[config.mk]
export PLATFORM = sky130hd
export DESIGN_NAME = multicycle_sequencer
export DESIGN_NICKNAME = d
export VERILOG_FILES = /design/src/rtl/cpu_pkg.sv /design/src/rtl/branch_unit.sv /design/src/rtl/multicycle_sequencer.sv
export SDC_FILE = /design/constraint.sdc
export NUM_CORES = 1
export LEC_CHECK = 0
export BUFFER_PORTS_ARGS = -buffer_cell sky130_fd_sc_hd__buf_2
export CORE_ASPECT_RATIO = 0.5
export CORE_MARGIN = 2
export CORE_UTILIZATION = 40
export CTS_CLUSTER_SIZE = 28
export DETAILED_ROUTE_END_ITERATION = 8
export PLACE_DENSITY = 0.64
export SLEW_MARGIN = 20
export SYNTH_ARGS = -nofsm -noshare
export SYNTH_HDL_FRONTEND = slang
export SYNTH_HIERARCHICAL = 1
export SYNTH_SLANG_ARGS = --single-unit
[constraint.sdc]
create_clock -name clock -period 2.2 [get_ports clock]
set_input_delay 0.66 -clock clock [delete_from_list [all_inputs] [get_ports clock]]
set_output_delay 0.66 -clock clock [all_outputs]
set_load 0.02 [all_outputs]
[src/rtl/cpu_pkg.sv]
// Shared types for the multi-cycle core: opcodes, stages, instruction classes,
// the sequencer control-strobe bundle and the opcode classifier.
package cpu_pkg;

  localparam int unsigned OPC_W   = 5;
  localparam int unsigned STAGE_W = 3;

  typedef enum logic [OPC_W-1:0] {
    OP_ADD  = 5'd0,
    OP_SUB  = 5'd1,
    OP_AND  = 5'd2,
    OP_OR   = 5'd3,
    OP_XOR  = 5'd4,
    OP_MOV  = 5'd5,
    OP_MOVI = 5'd6,
    OP_SUBI = 5'd7,
    OP_CMP  = 5'd8,
    OP_B    = 5'd9,
    OP_BLT  = 5'd10,
    OP_BGT  = 5'd11,
    OP_BEQ  = 5'd12,
    OP_J    = 5'd13,
    OP_ST   = 5'd14,
    OP_STI  = 5'd15,
    OP_LD   = 5'd16,
    OP_LDI  = 5'd17,
    OP_NOP  = 5'd30,
    OP_HALT = 5'd31
  } opcode_t;

  typedef enum logic [STAGE_W-1:0] {
    FETCH  = 3'd0,
    DECODE = 3'd1,
    EXEC   = 3'd2,
    MEM    = 3'd3,
    WB     = 3'd4,
    HALTED = 3'd5
  } stage_t;

  typedef enum logic [2:0] {
    CLS_ALU, CLS_CMP, CLS_BR, CLS_JMP, CLS_ST, CLS_LD, CLS_HALT, CLS_NOP
  } instr_class_t;

  // Registered strobes presented to the datapath and memories
  typedef struct packed {
    logic pm_req;
    logic dm_req;
    logic dm_we;
    logic alu_en;
    logic rf_we;
    logic flags_we;
    logic wb_sel_mem;
    logic halted;
  } ctrl_t;

  // Unassigned encodings fall through to NOP
  function automatic instr_class_t classify(input opcode_t op);
    instr_class_t cls;
    case (op)
      OP_ADD, OP_SUB, OP_AND, OP_OR, OP_XOR,
      OP_MOV, OP_MOVI, OP_SUBI:        cls = CLS_ALU;
      OP_CMP:                          cls = CLS_CMP;
      OP_B, OP_BLT, OP_BGT, OP_BEQ:    cls = CLS_BR;
      OP_J:                            cls = CLS_JMP;
      OP_ST, OP_STI:                   cls = CLS_ST;
      OP_LD, OP_LDI:                   cls = CLS_LD;
      OP_HALT:                         cls = CLS_HALT;
      default:                         cls = CLS_NOP;
    endcase
    return cls;
  endfunction

endpackage

[src/rtl/branch_unit.sv]
// Branch condition evaluation and next-pc computation.
// op/tgt come from the instruction register; pc is the already-incremented pc.
// next_pc_c: relative target (pc + sext(tgt)) for taken branches, zext(tgt) for J,
// otherwise pc unchanged.
module branch_unit
  import cpu_pkg::*;
#(
  parameter int unsigned PC_W  = 6,
  parameter int unsigned TGT_W = 6
) (
  input  opcode_t          op,
  input  logic [TGT_W-1:0] tgt,
  input  logic [PC_W-1:0]  pc,
  input  logic             flag_lt,
  input  logic             flag_gt,
  input  logic             flag_eq,
  output logic [PC_W-1:0]  next_pc_c
);

  logic taken_c;

  always_comb begin
    taken_c   = 1'b0;
    next_pc_c = pc;
    case (op)
      OP_B:    taken_c = 1'b1;
      OP_BLT:  taken_c = flag_lt;
      OP_BGT:  taken_c = flag_gt;
      OP_BEQ:  taken_c = flag_eq;
      OP_J:    taken_c = 1'b1;
      default: taken_c = 1'b0;
    endcase
    if (taken_c) begin
      if (op == OP_J) next_pc_c = PC_W'(tgt);
      else            next_pc_c = pc + PC_W'($signed(tgt));
    end
  end

endmodule

[src/rtl/multicycle_sequencer.sv]
// Multi-cycle control sequencer: owns pc/ir and steps each instruction through
// FETCH/DECODE/EXEC/MEM/WB with ready-handshaked program/data memory and
// halt/single-step debug.
// Ports: clock/reset (async active-low); pm_req/pm_ready/pm_rdata program fetch;
// dm_req/dm_we/dm_ready data access; flag_lt/gt/eq compare flags; ir, pc, stage
// trace; alu_en/rf_we/flags_we/wb_sel_mem datapath strobes; halt_req/step/halted debug.
module multicycle_sequencer
  import cpu_pkg::*;
#(
  parameter int unsigned INSTR_W = 16,
  parameter int unsigned PC_W    = 6,
  parameter int unsigned TGT_W   = 6
) (
  input  logic               clock,
  input  logic               reset,
  output logic               pm_req,
  input  logic               pm_ready,
  input  logic [INSTR_W-1:0] pm_rdata,
  output logic               dm_req,
  output logic               dm_we,
  input  logic               dm_ready,
  input  logic               flag_lt,
  input  logic               flag_gt,
  input  logic               flag_eq,
  output logic [INSTR_W-1:0] ir,
  output logic [PC_W-1:0]    pc,
  output logic               alu_en,
  output logic               rf_we,
  output logic               flags_we,
  output logic               wb_sel_mem,
  output logic [2:0]         stage,
  input  logic               halt_req,
  input  logic               step,
  output logic               halted
);

  stage_t             stage_q, stage_d, boundary_c;
  logic [PC_W-1:0]    pc_q, pc_d, br_next_pc;
  logic [INSTR_W-1:0] ir_q, ir_d;
  logic               single_q, single_d;
  ctrl_t              ctrl_q, ctrl_d;
  opcode_t            op_c;
  instr_class_t       cls_c, nxt_cls;

  assign op_c  = opcode_t'(ir_q[INSTR_W-1 -: OPC_W]);
  assign cls_c = classify(op_c);

  branch_unit #(
    .PC_W  (PC_W),
    .TGT_W (TGT_W)
  ) u_branch (
    .op        (op_c),
    .tgt       (ir_q[TGT_W-1:0]),
    .pc        (pc_q),
    .flag_lt   (flag_lt),
    .flag_gt   (flag_gt),
    .flag_eq   (flag_eq),
    .next_pc_c (br_next_pc)
  );

  // State register; FETCH is the reset stage so the fetch request is live out of reset
  always_ff @(posedge clock or negedge reset) begin
    if (!reset) begin
      stage_q       <= FETCH;
      pc_q          <= '0;
      ir_q          <= '0;
      single_q      <= 1'b0;
      ctrl_q        <= '0;
      ctrl_q.pm_req <= 1'b1;
    end else begin
      stage_q  <= stage_d;
      pc_q     <= pc_d;
      ir_q     <= ir_d;
      single_q <= single_d;
      ctrl_q   <= ctrl_d;
    end
  end

  // Next-state and next-strobe logic; strobes are decoded from the next stage
  always_comb begin
    stage_d  = stage_q;
    pc_d     = pc_q;
    ir_d     = ir_q;
    single_d = single_q;
    ctrl_d   = '0;
    nxt_cls  = CLS_NOP;

    // Instruction boundary: a pending halt or an in-flight single step parks the core
    boundary_c = (halt_req || single_q) ? HALTED : FETCH;

    case (stage_q)
      FETCH: begin
        if (pm_ready) begin
          ir_d    = pm_rdata;
          pc_d    = pc_q + PC_W'(1);
          stage_d = DECODE;
        end
      end
      DECODE: begin
        case (cls_c)
          CLS_HALT: stage_d = HALTED;
          CLS_NOP:  stage_d = boundary_c;
          default:  stage_d = EXEC;
        endcase
      end
      EXEC: begin
        case (cls_c)
          CLS_ALU:         stage_d = WB;
          CLS_ST, CLS_LD:  stage_d = MEM;
          CLS_BR, CLS_JMP: begin
            pc_d    = br_next_pc;
            stage_d = boundary_c;
          end
          default:         stage_d = boundary_c;
        endcase
      end
      MEM: begin
        if (dm_ready) stage_d = (cls_c == CLS_LD) ? WB : boundary_c;
      end
      WB: stage_d = boundary_c;
      HALTED: begin
        if (step) begin
          stage_d  = FETCH;
          single_d = 1'b1;
        end else if (!halt_req) begin
          stage_d  = FETCH;
        end
      end
      default: stage_d = FETCH;
    endcase

    if (stage_d == HALTED) single_d = 1'b0;

    nxt_cls           = classify(opcode_t'(ir_d[INSTR_W-1 -: OPC_W]));
    ctrl_d.pm_req     = (stage_d == FETCH);
    ctrl_d.dm_req     = (stage_d == MEM);
    ctrl_d.dm_we      = (stage_d == MEM) && (nxt_cls == CLS_ST);
    ctrl_d.alu_en     = (stage_d == EXEC);
    ctrl_d.rf_we      = (stage_d == WB);
    ctrl_d.flags_we   = (stage_d == EXEC) && (nxt_cls == CLS_CMP);
    ctrl_d.wb_sel_mem = (stage_d == WB) && (nxt_cls == CLS_LD);
    ctrl_d.halted     = (stage_d == HALTED);
  end

  assign pm_req     = ctrl_q.pm_req;
  assign dm_req     = ctrl_q.dm_req;
  assign dm_we      = ctrl_q.dm_we;
  assign alu_en     = ctrl_q.alu_en;
  assign rf_we      = ctrl_q.rf_we;
  assign flags_we   = ctrl_q.flags_we;
  assign wb_sel_mem = ctrl_q.wb_sel_mem;
  assign halted     = ctrl_q.halted;
  assign ir         = ir_q;
  assign pc         = pc_q;
  assign stage      = stage_q;

endmodule
* Yosys cells after proc, flatten, opt, wreduce, memory -nomap -nowiden
Memory sizes are Yosys's and may differ from the RTL's.
Cells that the tools add are included.
** Storage, ports and cells
- Bits in registers :: 34
- Memory bits (read-only) :: 192
- Input bits :: 25
- Output and inout bits :: 33
- Logic and storage cells :: 79
- Memories kept :: 2
** Cells by class
- Add/subtract/negate cells :: 2
- Eq/ne operators :: 26
- Muxes and demuxes :: 20
- Reductions and logical operators :: 16
** Memory list
- (no name shown) :: words 32, width 3, read ports 1, clocked after Yosys merged registers in 0, wr ports 0, line cpu_pkg.sv:59 : case (op)
- (no name shown) :: words 32, width 3, read ports 1, clocked after Yosys merged registers in 0, wr ports 0, line cpu_pkg.sv:59
** Operator list (count)
- $mux W16 :: 2
- $eq A3 B3 Y1 const B :: 10
- $eq A5 B4 Y1 const B :: 5
- $mux W6 :: 4
- $eq A3 B2 Y1 const B :: 6
- $mux W3 :: 6
- $pmux W3 S6 :: 1
- $pmux W3 S2 :: 2
- $pmux W6 S2 :: 1
- $logic_not A3 Y1 :: 3
- $add A6 B1 Y6 const B :: 1
- $add A6 B6 Y6 :: 1
- $eq A3 B1 Y1 const B :: 2
- $reduce_bool A2 Y1 :: 3
- $reduce_or A2 Y1 :: 3
- $ne A2 B1 Y1 const B :: 2
- $pmux W1 S4 :: 1
- $reduce_and A2 Y1 :: 2
- $reduce_and A4 Y1 :: 1
- $logic_and A1 B1 Y1 :: 3
- $mux W1 :: 3
- $ne A2 B2 Y1 const B :: 1
- $logic_or A1 B1 Y1 :: 1

* Logic depth before layout (Yosys ltp)
- Depth in word-level cells :: 8
- Gate-level depth with buffers :: 11
- Mapped depth without buffers :: 11

* Modules after synthesis
Netlist, hierarchy kept.
** Modules (own cells, without submodules)
- multicycle_sequencer :: times used 1, cells each 146, area each 1730.4 um^2, seq. area each 852.1 um^2
- branch_unit :: times used 1, cells each 56, area each 430.4 um^2, seq. area each 0.0 um^2

* Worst setup path after synthesis
No wires, ideal clock.
- Path type :: register -> register
- Start :: reg pc_q[0] (netlist: pc[0])
- End :: reg pc_q[4] (netlist: pc[4])
- Setup time :: 0.065 ns
- Arrival time :: 2.112 ns
- Required time :: 2.135 ns
- Path slack :: 0.023 ns
- Stages on the path, launching flop included :: 12
- Buffers on the path :: 0
- Clock period less this slack :: 2.177 ns
- Cells stage by stage :: dfrtp_1 ha_1 inv_1 fa_1 nor2b_1 o21ai_0 nand2b_1 nor3b_1 o41ai_1 nor2_1 a31oi_1 o22a_1
** Between the ends
- Word-level cells in the longest chain between the ends :: 5
- Elaborated cells between the ends (all ways) :: 7
- Those cells by class :: add/sub: 2; mux: 5
** Ends and longest elaborated chain
- from (decl) :: line multicycle_sequencer.sv:38 : logic [PC_W-1:0] pc_q, pc_d, br_next_pc;
- from (signal assigned) :: line multicycle_sequencer.sv:72 : pc_q <= pc_d;
- $add A6 B6 Y6 :: line branch_unit.sv:35 : else next_pc_c = pc + PC_W'($signed(tgt));
- $mux W6 :: line branch_unit.sv:34 : if (op == OP_J) next_pc_c = PC_W'(tgt);
- $mux W6 :: line branch_unit.sv:33 : if (taken_c) begin
- via br_next_pc[4] :: line multicycle_sequencer.sv:38
- $mux W6 :: line multicycle_sequencer.sv:107 : case (cls_c)
- $pmux W6 S2 :: line multicycle_sequencer.sv:91 : case (stage_q)
The timed path passes the listed nets, and every way through them passes these cells. The select of a mux whose other input is x is not followed.
A chain may end at the register's enable or synchronous reset.

* Final worst setup path
Same ends and word-level chain as after synthesis.

==> qor.csv <==
metric,value,unit
Post-Synthesis Cells,202,
Routability Congestion,0.8028,
Setup crit end kind,flip-flop,
final core occ,0.5378,
"Arr. time, crit path",2.28,ns
vias per cell,5.310,
main flop type after synthesis,dfrtp_1,
Setup crit start kind,flip-flop,
status,finished clean,
area of the multi-input gates,1220,sq um
Post-route DRC,0,
Synth warnings,6,
sw frac,0.4515,
routed vias,1832,
crit share post-route,0.9316,
DIE AREA,6041,sq um
Area Growth Syn to Fin,26.11,%
"IR drop worst, VDD",605.7,uV
first-pass GRT wire length,8411,microns
ANT nets after route,0,
Detailed Route Iter0 Violations,49,
MaxCap Viol Count,0,
Post-Synthesis Net Count,234,
FMAX,487.9,MHz
slew margin rel.,0.6880,
"Seq/Total Area, Yosys",0.3943,
Die Ht,55.97,microns
worst-skew pair later-pin latency,0.29,ns
Cell variety after synth,56,
ANT cells,0,
CTS clock-pin slew for the worst setup and hold paths,0.08,ns
final WL,4996,microns
Clock power frac,0.111,
first-pass detailed-route iteration total,4,
sw power,2.024,mW
max-slew violations,0,
Final #Nets,306,
DP HPWL,3659,microns
Num CTS Buffers,5,
Chip Width,107.9,microns
Setup Skew,0.01095,ns
final setup vio count,0,
PwrDens,1645,nW/um^2
largest net degree at the start of global routing,35,
Top-Level Pins,58,
clk buf depth,2,
"top cells by area, synth","dfrtp_1 (38%), mux2_2 (8.9%), ha_1 (3.5%), buf_6 (2.6%), o21ai_0 (2.5%)",
Post-synth EDFFs,0,
vias in the first global route,1810,
Max H-tree Level,2,
initial antenna violation count,0,
Final Hold Vio Count,0,
final-layout fill cell count,493,
TritonCTS clock tree,built,
DR WL/cell,14.48,microns
Mapped Area,2161,sq um
#FFs+latches synth,34,
share of cells above drive strength 1,0.4400,
Clk Tree Root Cell,clkbuf_8,
Yosys top cell area share,0.3822,
Initial Util,0.4264,
gr usage total,0.1755,
Port Buffers,57,
Pleak,1.295,nW
Core Region,5067,sq um
Int Pwr,2.458,mW
# clock sinks,34,
FF-to-FF setup slack,0.15,ns
GRT Residual Overflow,0,
Final TNS setup,0,ns
CP required,2.43,ns
type of the worst min-delay path,in2async,
Avg Inst Size Synth,10.70,sq um
combinational power share,0.621,
Std-Cell Rows,18,
Register Area,852.1,sq um
worst-path fanout max,3,
WS Path Type,reg2reg,
actual slew at the worst max-slew pin,0.4679,ns
register share of total power,0.268,
"area leader, netlist",dfrtp_1,
Post-synth ARST share,1.000,
minimum clock period,2.050,ns
repair_timing:
action	4_1_cts	5_1_grt
endpoints found under the hold margin	0	0
gates resized for setup	0	8
setup endpoints to repair	0	2
hold buffers	0	0
setup buffers	0	2
worst max-delay path, cell delays in order (launching register included):
cell and delay [ns]:
dfrtp_1 0.39, ha_2 0.20, inv_1 0.07, fa_2 0.20
nor2b_1 0.05, o21ai_1 0.12, nand2b_1 0.09, and3_2 0.22
o41ai_2 0.30, nor2_1 0.08, a31oi_1 0.14, o22a_1 0.14
cells in the mapped netlist (all sizes together), types with 2 or more instances:
library cell  number
mux2              17
nor3b              4
nor2b              7
or3                2
mux2i              4
o21ai             11
a21o               3
o221ai             2
nand2b             2
o22a               5
a41oi              2
nor4b              2
ha                 6
buf               12
a21oi              8
nand2             14
or4b               2
o311ai             2
inv                6
a2bb2oi            2
o211ai             3
and3               5
xnor2              2
a211oi             4
nand4b             3
nor4               2
nor2              13
nand3              2
a31oi              3
dfrtp             33
nor3               4
path summary, 6_finish.rpt:
path                       depth (start not counted)    from     end
setup reg to reg                                  11   pc[0]   pc[4]
hold / removal                                     2   reset  halted
hold reg to reg                                    1  ir[10]  ir[10]
max in group asynchronous                          2   reset  pm_req
setup / recovery                                  11   pc[0]   pc[4]
min in group clock                                 1  ir[10]  ir[10]
cells in the final DEF, fill, tap and decap left out, types with 5 or more instances in the layout:
| cell type | netlist | layout |
|---|---|---|
| a21oi_1 | 8 | 8 |
| buf_2 | 5 | 57 |
| buf_4 | 2 | 19 |
| clkbuf_8 | 0 | 6 |
| dfrtp_1 | 33 | 33 |
| inv_1 | 6 | 6 |
| mux2_2 | 17 | 17 |
| nand2_1 | 14 | 14 |
| nor2_1 | 13 | 13 |
| nor2b_1 | 6 | 6 |
| o21ai_0 | 11 | 8 |
| o22a_1 | 5 | 5 |
kinds of logic (layout without fill, tap and decap cells):
group,after synthesis,after routing,share of synthesized area
buffers and inverters,18,91,0.05500
XOR/XNOR,2,2,0.008108
adder cells (fa/ha/maj),7,7,0.04401
AND/OR/NAND/NOR,69,69,0.2200
multiplexers,21,21,0.1071
flip-flops,34,34,0.3943
AO/OA/AOI/OAI,51,51,0.1714
metal layers:
layer  part of all wire  vias up  GRT usage
li1                   -      900          -
met1               0.49      897     0.2309
met2               0.47       32     0.2920
met3              0.036        3    0.04215
met4             0.0032        0    0.04396
met5                  0        -          0
final cells by class:
type,count,share of cell area
repair buffers,77,0.1644
inverters,6,0.008264
clock inverters,2,0.004591
flip-flops and latches,34,0.3127
well taps,70,0.03214
multi-input cells,150,0.4477
clock buffers,6,0.03030
state kept, by name, indices dropped and copies added (netlist names):
signal and count:
pm_req 1, alu_en 1, wb_sel_mem 1, rf_we 1, flags_we 1, single_q 1, halted 1, ir 16
stage 3, pc 6, dm_we 1, dm_req 1
metrics by stage:
step / cells / cell area [sq um] / hold slack [ns] / power (mW) / worst slack [ns]
finish: 345 / 2725 / 0.3906 / 4.482 / 0.1504
global placement: 335 / 2585 / 0.4836 / 3.808 / 0.1068
global route: 345 / 2725 / 0.4333 / 4.849 / -0.006022
detailed placement: 335 / 2585 / 0.4931 / 3.866 / 0.02392
CTS: 343 / 2680 / 0.4089 / 4.393 / 0.003608
floorplan: 202 / 2161 / 0.3644 / 3.104 / 0.02316
power groups by stage:
stage / sequential (mW) / combinational (mW) / clock [mW]
6_report: 1.20 / 2.78 / 0.498
5_1_grt: 1.25 / 3.06 / 0.540
4_1_cts: 1.20 / 2.68 / 0.514
3_5_place_dp: 1.21 / 2.66 / 0
3_3_place_gp: 1.19 / 2.61 / 0
2_1_floorplan: 1.53 / 1.58 / 0
(Power assumes the default switching activity.)
